### config.mk
export PLATFORM = sky130hd
export DESIGN_NAME = gx4000_sprite_scheduler
export DESIGN_NICKNAME = d
export VERILOG_FILES = /design/src/rtl/gx4000_pkg.sv /design/src/rtl/gx4000_sprite_hit_test.sv /design/src/rtl/gx4000_sprite_scheduler.sv
export SDC_FILE = /design/constraint.sdc
export NUM_CORES = 1
export LEC_CHECK = 0
export CORE_ASPECT_RATIO = 1.4
export CORE_MARGIN = 3
export CORE_UTILIZATION = 48
export CTS_BUF_LIST = sky130_fd_sc_hd__clkbuf_8 sky130_fd_sc_hd__clkbuf_16
export CTS_CLUSTER_SIZE = 24
export DETAILED_ROUTE_END_ITERATION = 8
export PLACE_DENSITY_LB_ADDON = 0.05
export SLEW_MARGIN = 20
export SYNTH_ARGS = -nofsm -noshare
export SYNTH_HDL_FRONTEND = slang
export SYNTH_SLANG_ARGS = --single-unit
### constraint.sdc
create_clock -name clk_sys -period 7.1 [get_ports clk_sys]
set_clock_uncertainty 0.1 [all_clocks]
set_input_delay 1.42 -clock clk_sys [delete_from_list [all_inputs] [get_ports clk_sys]]
set_output_delay 1.42 -clock clk_sys [all_outputs]
set_load 0.1 [all_outputs]
### src/rtl/gx4000_pkg.sv
`default_nettype none
// ============================================================================
//  Module      : gx4000_pkg
//  Description : Shared types and constants for the GX4000 sprite scheduler:
//                scheduler state encoding, sprite/slot counts and the sprite
//                RAM address width.
//  Revision    : 1.0 - initial release
// ============================================================================
package gx4000_pkg;

    typedef enum logic [1:0] {
        ST_IDLE  = 2'd0,
        ST_SCAN  = 2'd1,
        ST_FETCH = 2'd2,
        ST_DONE  = 2'd3
    } state_t;

    localparam int NUM_SPRITES  = 16;
    localparam int MAX_PER_LINE = 8;
    localparam int RAM_AW       = 12;

endpackage
`default_nettype wire

### src/rtl/gx4000_sprite_hit_test.sv
`default_nettype none
// ============================================================================
//  Module      : gx4000_sprite_hit_test
//  Description : Combinational vertical hit test for one sprite. The sprite
//                covers 16 << (mag-1) lines starting at attr_y, wrapping
//                modulo 512; row is the source row within the 16-row sprite.
//  Ports       : i_vpos     - line being prepared
//                i_attr_y   - sprite top line
//                i_attr_mag - 0 disabled, 1/2/3 = x1/x2/x4
//                o_hit      - sprite covers i_vpos
//                o_row      - 4-bit source row when o_hit
//  Revision    : 1.0 - initial release
// ============================================================================
module gx4000_sprite_hit_test (
    input  logic [8:0] i_vpos,
    input  logic [8:0] i_attr_y,
    input  logic [1:0] i_attr_mag,
    output logic       o_hit,
    output logic [3:0] o_row
);

    // Modulo-512 distance; a sprite near the bottom wraps onto the top lines.
    logic [8:0] w_d;
    assign w_d = i_vpos - i_attr_y;

    always_comb begin
        o_hit = 1'b0;
        o_row = 4'h0;
        case (i_attr_mag)
            2'd1: begin
                o_hit = (w_d[8:4] == 5'd0);
                o_row = w_d[3:0];
            end
            2'd2: begin
                o_hit = (w_d[8:5] == 4'd0);
                o_row = w_d[4:1];
            end
            2'd3: begin
                o_hit = (w_d[8:6] == 3'd0);
                o_row = w_d[5:2];
            end
            default: begin
                o_hit = 1'b0;
                o_row = 4'h0;
            end
        endcase
    end

endmodule
`default_nettype wire

### src/rtl/gx4000_sprite_scheduler.sv
`default_nettype none
// ============================================================================
//  Module      : gx4000_sprite_scheduler
//  Description : Per-line sprite scheduler. At hblank start it scans all
//                sprite attributes (one per cycle), records the first
//                MAX_PER_LINE sprites covering vpos, then fetches 16 pixels
//                of each recorded sprite row from sprite RAM into the line
//                buffer. The CPU has priority on the RAM and simply stalls
//                the fetch.
//  Ports       : clk_sys, reset_n (async, active-low)
//                plus_mode, line_start, vpos       - line control
//                attr_idx / attr_y / attr_mag      - attribute lookup
//                ram_addr / ram_rdata              - sprite RAM (1-cycle read)
//                cpu_req / cpu_addr / cpu_gnt      - CPU RAM arbitration
//                lb_we/lb_slot/lb_sprite/lb_col/lb_data - line-buffer writes
//                line_ready                        - fetch complete pulse
//                status / status_clr               - sticky overflow/overrun
//  Revision    : 1.0 - initial release
// ============================================================================
module gx4000_sprite_scheduler
    import gx4000_pkg::*;
#(
    parameter int MAX_PER_LINE = 8,
    parameter int NUM_SPRITES  = 16
) (
    input  logic        clk_sys,
    input  logic        reset_n,
    input  logic        plus_mode,
    input  logic        line_start,
    input  logic [8:0]  vpos,
    output logic [3:0]  attr_idx,
    input  logic [8:0]  attr_y,
    input  logic [1:0]  attr_mag,
    output logic [11:0] ram_addr,
    input  logic [3:0]  ram_rdata,
    input  logic        cpu_req,
    input  logic [11:0] cpu_addr,
    output logic        cpu_gnt,
    output logic        lb_we,
    output logic [2:0]  lb_slot,
    output logic [3:0]  lb_sprite,
    output logic [3:0]  lb_col,
    output logic [3:0]  lb_data,
    output logic        line_ready,
    output logic [1:0]  status,
    input  logic        status_clr
);

    localparam logic [3:0] c_MAX_HITS = 4'(MAX_PER_LINE);
    localparam logic [3:0] c_LAST_IDX = 4'(NUM_SPRITES - 1);

    state_t      r_state;
    state_t      w_state_nxt;

    logic [3:0]  r_idx;
    logic [3:0]  r_hit_cnt;
    logic [3:0]  r_tbl_spr [MAX_PER_LINE];
    logic [3:0]  r_tbl_row [MAX_PER_LINE];
    logic [2:0]  r_slot;
    logic [3:0]  r_col;

    logic        r_lb_we;
    logic [2:0]  r_lb_slot;
    logic [3:0]  r_lb_sprite;
    logic [3:0]  r_lb_col;
    logic        r_line_ready;
    logic [1:0]  r_status;

    logic        w_hit;
    logic [3:0]  w_row;
    logic        w_busy;
    logic        w_restart;
    logic        w_scanning;
    logic        w_scan_last;
    logic        w_record;
    logic        w_overflow;
    logic [3:0]  w_hit_cnt_nxt;
    logic        w_issue;
    logic        w_last_read;
    logic [11:0] w_fetch_addr;
    logic [1:0]  w_status_nxt;

    gx4000_sprite_hit_test u_hit_test (
        .i_vpos     (vpos),
        .i_attr_y   (attr_y),
        .i_attr_mag (attr_mag),
        .o_hit      (w_hit),
        .o_row      (w_row)
    );

    assign w_busy        = (r_state != ST_IDLE);
    assign w_restart     = line_start & plus_mode;
    assign w_scanning    = (r_state == ST_SCAN);
    assign w_scan_last   = w_scanning & (r_idx == c_LAST_IDX);
    assign w_record      = w_scanning & w_hit & (r_hit_cnt < c_MAX_HITS);
    assign w_overflow    = w_scanning & w_hit & (r_hit_cnt >= c_MAX_HITS);
    assign w_hit_cnt_nxt = r_hit_cnt + {3'b000, w_record};

    // A fetch read happens on every FETCH cycle the CPU does not claim.
    assign w_issue       = (r_state == ST_FETCH) & ~cpu_req;
    assign w_last_read   = w_issue & (r_col == 4'hF) &
                           (({1'b0, r_slot} + 4'd1) == r_hit_cnt);
    assign w_fetch_addr  = {r_tbl_spr[r_slot], r_tbl_row[r_slot], r_col};

    // Set beats clear when both happen in the same cycle.
    assign w_status_nxt  = (status_clr ? 2'b00 : r_status) |
                           {line_start & w_busy, w_overflow};

    always_ff @(posedge clk_sys or negedge reset_n) begin
        if (!reset_n) begin
            r_state <= ST_IDLE;
        end else begin
            r_state <= w_state_nxt;
        end
    end

    always_comb begin
        w_state_nxt = r_state;
        if (!plus_mode) begin
            w_state_nxt = ST_IDLE;
        end else if (line_start) begin
            // Start from IDLE, or abort-and-restart from any busy state.
            w_state_nxt = ST_SCAN;
        end else begin
            case (r_state)
                ST_IDLE:  w_state_nxt = ST_IDLE;
                ST_SCAN:  if (w_scan_last) begin
                              w_state_nxt = (w_hit_cnt_nxt == 4'd0) ? ST_DONE : ST_FETCH;
                          end
                ST_FETCH: if (w_last_read) begin
                              w_state_nxt = ST_DONE;
                          end
                ST_DONE:  w_state_nxt = ST_IDLE;
                default:  w_state_nxt = ST_IDLE;
            endcase
        end
    end

    // Scan index, hit table and fetch pointers.
    always_ff @(posedge clk_sys or negedge reset_n) begin
        if (!reset_n) begin
            r_idx     <= 4'h0;
            r_hit_cnt <= 4'h0;
            r_slot    <= 3'h0;
            r_col     <= 4'h0;
            for (int i = 0; i < MAX_PER_LINE; i++) begin
                r_tbl_spr[i] <= 4'h0;
                r_tbl_row[i] <= 4'h0;
            end
        end else if (w_restart) begin
            r_idx     <= 4'h0;
            r_hit_cnt <= 4'h0;
            r_slot    <= 3'h0;
            r_col     <= 4'h0;
        end else begin
            if (w_scanning) begin
                r_idx <= w_scan_last ? 4'h0 : r_idx + 4'd1;
            end
            if (w_record) begin
                r_tbl_spr[r_hit_cnt[2:0]] <= r_idx;
                r_tbl_row[r_hit_cnt[2:0]] <= w_row;
                r_hit_cnt                 <= w_hit_cnt_nxt;
            end
            if (w_issue) begin
                r_col <= r_col + 4'd1;
                if (r_col == 4'hF) begin
                    r_slot <= r_slot + 3'd1;
                end
            end
        end
    end

    // Line-buffer write stage: tags the read issued last cycle, whose data
    // arrives on ram_rdata this cycle. Not gated by restart so an in-flight
    // read still lands.
    always_ff @(posedge clk_sys or negedge reset_n) begin
        if (!reset_n) begin
            r_lb_we      <= 1'b0;
            r_lb_slot    <= 3'h0;
            r_lb_sprite  <= 4'h0;
            r_lb_col     <= 4'h0;
            r_line_ready <= 1'b0;
            r_status     <= 2'b00;
        end else begin
            r_lb_we <= w_issue;
            if (w_issue) begin
                r_lb_slot   <= r_slot;
                r_lb_sprite <= r_tbl_spr[r_slot];
                r_lb_col    <= r_col;
            end
            // A line_start or plus_mode drop during DONE cancels the pulse.
            r_line_ready <= (r_state == ST_DONE) & plus_mode & ~line_start;
            r_status     <= w_status_nxt;
        end
    end

    assign attr_idx   = r_idx;
    assign cpu_gnt    = cpu_req;
    assign ram_addr   = cpu_req ? cpu_addr :
                        ((r_state == ST_FETCH) ? w_fetch_addr : 12'h000);
    assign lb_we      = r_lb_we;
    assign lb_slot    = r_lb_slot;
    assign lb_sprite  = r_lb_sprite;
    assign lb_col     = r_lb_col;
    assign lb_data    = r_lb_we ? ram_rdata : 4'h0;
    assign line_ready = r_line_ready;
    assign status     = r_status;

endmodule
`default_nettype wire

==> results by group, run 1 <==
Pwr
  – Peak supply drop: 0.126 mV
  – Leakage: 0.00307 uW
  – Cell Pwr Density: 223 mW/mm^2
  – Total Power: 1400 uW

Detailed routing
  – Number of vias per cell: 5.56
  – Routed vias: 3563
  – DRC: 0
  – First-pass DRT Iterations: 4
  – ANT nets after route: 0
  – Wire length per cell: 17.3 um
  – Initial DRC Count: 151
  – Drt total wl: 11100 um

Logic synthesis
  – Distinct cells, synth: 51
  – Syn Inst Count: 432
  – Synth area leader: dfrtp_1
  – #FFs+latches synth: 96
  – Yosys warnings: 0
  – Post-Syn Area: 0.00517 sq mm
  – Sequential fraction of the synthesis area: 46.4%
  – Mapped Nets: 493
  – Syn Area/Cell: 12.0 sq um
  – Top cells by area, synth: dfrtp_1 46%, mux2_2 14%, mux4_2 7.0%
  – Post-synth top area share: 46.4%

Global routing
  – Overflow after GRT: 0
  – Global-route usage over all layers: 19.3%
  – Grt met3 use: 3.27%
  – Largest net degree at the start of global routing: 86
  – Number of global-route vias before repair: 3510
  – Antenna violations before repair: 0
  – Busiest layer in global routing: met2
  – GR met1 Demand/Resource: 25.1%
  – First-pass GRT wire length: 18000 um
  – Met2 Use GR: 33.0%

Placement
  – HPWL after DPL: 7680 um
  – Number of port buffers: 77
  – Placer Congestion: 0.755

Timing
  – Max Clk Rate: 172 MHz
  – Min Tclk post-route: 5.82 ns
  – Hold violation count in the final report: 0
  – RSZ-0062 raised after global routing: false
  – Slew HR: 29.9%
  – Tcrit/Tclk final: 82.0%
  – Fin Setup TNS: 0 ns
  – Fin. max-slew vios: 0
  – Actual slew at the worst max-slew pin: 1.05 ns
  – Count of final setup violators: 0

Setup path
  – CP Depth: 5
  – WP data arrival: 4.30 ns
  – Startpoint Class: primary input
  – Delay-heaviest family, CP: buffers and inverters
  – CP Class: primary input to primary output
  – Setup crit end kind: primary output
  – Most used cell, CP: clkdlybuf4s50_1
  – CP Cell Sequence: clkdlybuf4s50_1, nand2b_1, nor2_1, a21o_1, clkdlybuf4s50_1
  – Slowest-stage cell, CP: clkdlybuf4s50_1
  – Reg2reg path depth: 16
  – Buf/Inv on CP: 2
  – CP max FO: 21
  – Max stage delay on crit path: 1.13 ns
  – CP required: 5.58 ns

Floorplanning
  – IO Pins: 78
  – Core area: 0.0105 sq mm
  – Die Area: 0.0121 sq mm
  – FP Rows: 44
  – Die X: 93.7 um
  – Die Span Y: 129 um
  – Initial Utilization: 49.5%

CTS
  – Worst-case clock buffer depth: 2
  – Root Buffer: clkbuf_16
  – Num CTS Buffers: 9
  – Setup bufs post-CTS: 0
  – # hold bufs at CTS: 0
  – Worst-path clk slew: 0.07 ns
  – H-tree lvl count: 3
  – CTS tree: built
  – Clk Latency, worst-skew pair: 0.34 ns
  – Cts repair resizes: 0
  – Clock sink count: 96

Cells and area
  – N_diodes: 0
  – Nets: 559
  – Share of post-route cells with drive strength above 1: 24.5%
  – Area growth from synthesis to layout: 21.6%
  – Final Core Density: 60.1%

Run
  – Maxcap violations: 0

Status
  – Status: complete, no violations

Hold path
  – Hold depth: 2
  – Hold Crit Class: register to register
[layer usage]
layer  vias up  wire, um  part of all wire [%]
met2        83      5520                    50
met5         -         0                     0
met1      1793      4930                    45
li1       1676         -                     -
met4         0       146                   1.3
met3        11       480                   4.3
[worst paths after layout]
| path | endpoint | startpoint | slack (ns) |
|---|---|---|---|
| max reg2reg | r_state[0] | r_state[1] | 3.40 |
| min in group asynchronous | r_state[1] | reset_n | 0.80 |
| max | ram_addr[11] | cpu_req | 1.28 |
| min | lb_col[0] | lb_col[0] | 0.37 |
| max in group asynchronous | r_tbl_row[10] | reset_n | 5.12 |
| min reg2reg | lb_col[0] | lb_col[0] | 0.37 |
[synth_stat cells, drive strengths merged]
master   instances
a21o            10
nand2           50
mux2i           10
nor4b            1
o21a             1
mux4            16
nor2b            1
xnor2            9
a21oi           11
and4             1
dfrtp           96
and2             5
nand4bb          2
and3             3
nand3            4
a41o             1
a41oi            1
nand2b           5
inv             18
xor2             9
nor3             2
o221ai           1
o22a             1
a2111oi          1
fa               1
nand4            9
o21ai           13
a31oi            1
o211ai           2
nand3b           2
nand4b           2
ha              18
a311oi           3
o22ai            2
a31o             2
or3              1
buf             12
or4b             1
mux2            67
nor4             1
a211oi           1
nor2            20
clkbuf          13
and4b            2
[power breakdown]
group | switching (uW) | internal (uW)
logic | 203 | 112
registers | 32.6 | 574
clock network | 219 | 263
total | 455 | 949
[sequential cells by signal, summed over array words and instances (netlist names)]
| name | count |
|---|---|
| lb_we | 1 |
| attr_idx | 4 |
| status | 2 |
| r_hit_cnt | 4 |
| r_tbl_row | 32 |
| r_state | 2 |
| lb_col | 4 |
| line_ready | 1 |
| r_tbl_spr | 32 |
| lb_sprite | 4 |
| r_slot | 3 |
| lb_slot | 3 |
| r_col | 4 |
[metrics by stage]
step / hold slack [ns] / std cells / setup WS [ns] / instance area (sq um)
2_1_floorplan: 0.374 / 432 / 1.67 / 5170
3_3_place_gp: 0.360 / 625 / 1.40 / 5990
3_5_place_dp: 0.363 / 625 / 1.27 / 5990
4_1_cts: 0.379 / 641 / 1.25 / 6290
5_1_grt: 0.397 / 641 / 1.08 / 6290
6_report: 0.372 / 641 / 1.28 / 6290
[worst reg2reg max path, stage by stage, from the launching register on]
cell and delay, ns:
dfrtp_1 0.42, inv_1 0.11, ha_1 0.35, o21ai_0 0.14, a311oi_1 0.22, nand4_1 0.14, a211oi_2 0.16, buf_4 0.26
and2_1 0.21, ha_1 0.23, ha_1 0.25, nand2_1 0.07, a21oi_1 0.15, nor3_1 0.07, nor4_1 0.29, a2111oi_0 0.17
a311oi_1 0.26
[cell usage in the layout (no fill, tap or decap), drive strengths merged, types with 3 or more instances in the layout]
cell and instances:
dfrtp 96, mux2 67, clkdlybuf4s50 66, nand2 50, inv 21, nor2 20
ha 18, mux4 16, buf 14, o21ai 13, a21oi 11, clkbuf 11
a21o 10, mux2i 10, xnor2 9, xor2 9, nand4 9, nand2b 5
and2 5, nand3 4, a311oi 3, and3 3
[logic make-up (layout without fill, tap and decap cells)]
family          count (synthesis)  in the layout  synth area share (%)
simple gates                  112            112                  11.9
flops                          96             96                  46.4
mux                            93             93                  23.6
compound gates                 51             51                  6.53
buf+inv                        43            114                  3.72
fa+ha+maj                      19             19                  4.74
xor+xnor                       18             18                  3.05
[layout make-up]
type,instances,area [sq um]
clock buffer,11,253
clock inverter,5,46.3
fill,881,4170
inverter,18,67.6
multi-input combinational,293,2580
sequential,96,2400
tap,138,173
timing repair buffer,80,769
(Power assumes the default switching activity.)
==> run 2, diff against run 1 <==
- clock period: 7.1 -> 5.7 ns (I/O delays scaled with it)
==> results by group, run 2 (same netlist as run 1, synthesis figures left out) <==
Status
  – Status: complete, no violations (unchanged)

Global routing
  – Antenna violations before repair: 0 (unchanged)
  – Global-route usage over all layers: 19.3% (about the same)
  – First-pass GRT wire length: 18000 um (about the same)
  – Largest net degree at the start of global routing: 58 (was 86)
  – Overflow after GRT: 0 (unchanged)
  – Number of global-route vias before repair: 3581 (was 3510)

Detailed routing
  – WL met2: 5500 um (was 5520 um)
  – Drt total wl: 11000 um (was 11100 um)
  – Number of vias per cell: 5.49 (was 5.56)
  – WL met3: 479 um (was 480 um)
  – First-pass DRT Iterations: 4 (unchanged)
  – Routed met1 length: 4820 um (was 4930 um)
  – Max layer used: met4 (unchanged)
  – ANT nets after route: 0 (unchanged)
  – Wire length per cell: 17.0 um (was 17.3 um)
  – DRC: 0 (unchanged)
  – Routed vias: 3530 (was 3563)
  – Initial DRC Count: 157 (was 151)

Floorplanning
  – FP Rows: 44 (unchanged)
  – IO Pins: 78 (unchanged)
  – Die Area: 0.0121 sq mm (unchanged)
  – Core area: 0.0105 sq mm (unchanged)
  – Initial Utilization: 49.5% (unchanged)
  – Die X: 93.7 um (unchanged)
  – Die Span Y: 129 um (unchanged)

Setup path
  – Setup crit end kind: register (was primary output)
  – CP Class: primary input to register (was primary input to primary output)
  – CP required: 5.84 ns (was 5.58 ns)
  – WP data arrival: 4.98 ns (was 4.30 ns)
  – CP max FO: 5 (was 21)
  – Startpoint Class: primary input (unchanged)

Placement
  – DP Area: 0.00600 sq mm (was 0.00599 sq mm)
  – Number of port buffers: 77 (unchanged)
  – Pre-CTS setup slack: 0.577 ns (was 1.27 ns)
  – HPWL after DPL: 7730 um (was 7680 um)
  – Inst Count DP: 628 (was 625)
  – Placer Congestion: 0.734 (was 0.755)

Timing
  – Min Tclk post-route: 4.84 ns
  – Actual slew at the worst max-slew pin: 0.974 ns (was 1.05 ns)
  – RSZ-0062 raised after global routing: false (unchanged)
  – Tcrit/Tclk final: 84.9%
  – Max Clk Rate: 207 MHz
  – Hold violation count in the final report: 0 (unchanged)
  – Worst setup margin: 0.860 ns (was 1.28 ns)
  – Fin Setup TNS: 0 ns (unchanged)
  – Fin. max-slew vios: 0 (unchanged)
  – Slew HR: 34.9% (was 29.9%)
  – Count of final setup violators: 0 (unchanged)

CTS
  – Num CTS Buffers: 9 (unchanged)
  – Worst-case clock buffer depth: 2 (unchanged)
  – Clock sink count: 96 (unchanged)
  – H-tree lvl count: 3 (unchanged)
  – Clk Latency, worst-skew pair: 0.34 ns (about the same)
  – # hold bufs at CTS: 0 (unchanged)
  – CTS tree: built (unchanged)
  – Worst-path clk slew: 0.07 ns (about the same)
  – Cts repair resizes: 0 (unchanged)
  – Setup bufs post-CTS: 0 (unchanged)
  – Root Buffer: clkbuf_16 (unchanged)

Cells and area
  – Area growth from synthesis to layout: 21.9% (was 21.6%)
  – # fillers: 865 (was 881)
  – Final instance area: 0.00630 sq mm (was 0.00629 sq mm)
  – N_diodes: 0 (unchanged)
  – Nets: 562 (was 559)
  – Commonest cells after routing, fill and taps aside: 95 x dfrtp_1, 65 x mux2_2, 63 x clkdlybuf4s50_1 (was 96 x dfrtp_1, 66 x clkdlybuf4s50_1, 65 x mux2_2)
  – Final non-filler cell total: 643 (was 641)
  – Share of post-route cells with drive strength above 1: 25.5% (was 24.5%)
  – Biggest regs: r_tbl_row: 32 flops, r_tbl_spr: 32 flops (unchanged)
  – Most common cell after layout, fill and taps aside: dfrtp_1 (unchanged)
  – Final Core Density: 60.3% (was 60.1%)

Run
  – Maxcap violations: 0 (unchanged)

Hold path
  – Hold Crit Class: register to register (unchanged)

Pwr
  – Leakage: 0.00308 uW (was 0.00307 uW)
  – Peak supply drop: 0.172 mV (was 0.126 mV)
  – Cell Pwr Density: 278 mW/mm^2 (was 223 mW/mm^2)
-- run 2: cell types whose count changed in the layout (fill, tap and decap cells not counted), moves of 2 or more --
cell             before  now
clkdlybuf4s50_1      66   63
buf_4                13   20
clkinv_4              2    0
clkinvlp_4            0    2
-- run 2: where the power goes --
group | internal, uW | switching [uW]
sequential | 715 | 40.8
clock | 353 | 257
combinational | 140 | 249
total | 1210 | 546
-- run 2: worst paths after layout --
kind,start,cells past startpoint,slack [ns],to
setup reg to reg,r_state[1],15,2.23,r_state[0]
hold reg to reg,lb_sprite[3],1,0.37,lb_sprite[3]
hold / removal,lb_sprite[3],1,0.37,lb_sprite[3]
setup / recovery,vpos[0],19,0.86,r_state[0]
max in group asynchronous,reset_n,2,3.73,r_slot[0]
min in group asynchronous,reset_n,1,0.65,r_state[1]
-- run 2: through the flow --
step | power, uW | hold slack (ns)
6_report | 1750 | 0.374
5_1_grt | 1840 | 0.387
4_1_cts | 1770 | 0.378
3_5_place_dp | 1160 | 0.362
3_3_place_gp | 1160 | 0.360
2_1_floorplan | 1040 | 0.374
-- run 2: cell type report --
cell class / count / area (sq um) / area share, %
multi-input combinational: 293 / 2580 / 40.9
sequential: 96 / 2400 / 38.1
timing repair buffer: 83 / 781 / 12.4
clock buffer: 10 / 239 / 3.79
tap: 138 / 173 / 2.74
inverter: 18 / 67.6 / 1.07
clock inverter: 5 / 62.6 / 0.992
-- run 2: layer usage --
layer / vias up / global-route usage [%]
met2: 81 / 33.1
met1: 1757 / 24.5
met5: - / 0
met4: 0 / 5.87
li1: 1683 / -
met3: 9 / 4.15
-- run 2: critical path: stages --
cell,delay (ns)
clkdlybuf4s50_1,0.40
inv_1,0.06
ha_1,0.15
inv_1,0.05
fa_1,0.40
a21o_1,0.24
or4b_1,0.47
nand3_1,0.10
nand4_1,0.11
a211oi_2,0.21
and2_1,0.22
ha_1,0.23
ha_1,0.25
nand2_1,0.08
a21oi_1,0.15
nor3_1,0.07
nor4_1,0.24
a2111oi_0,0.15
a311oi_1,0.26
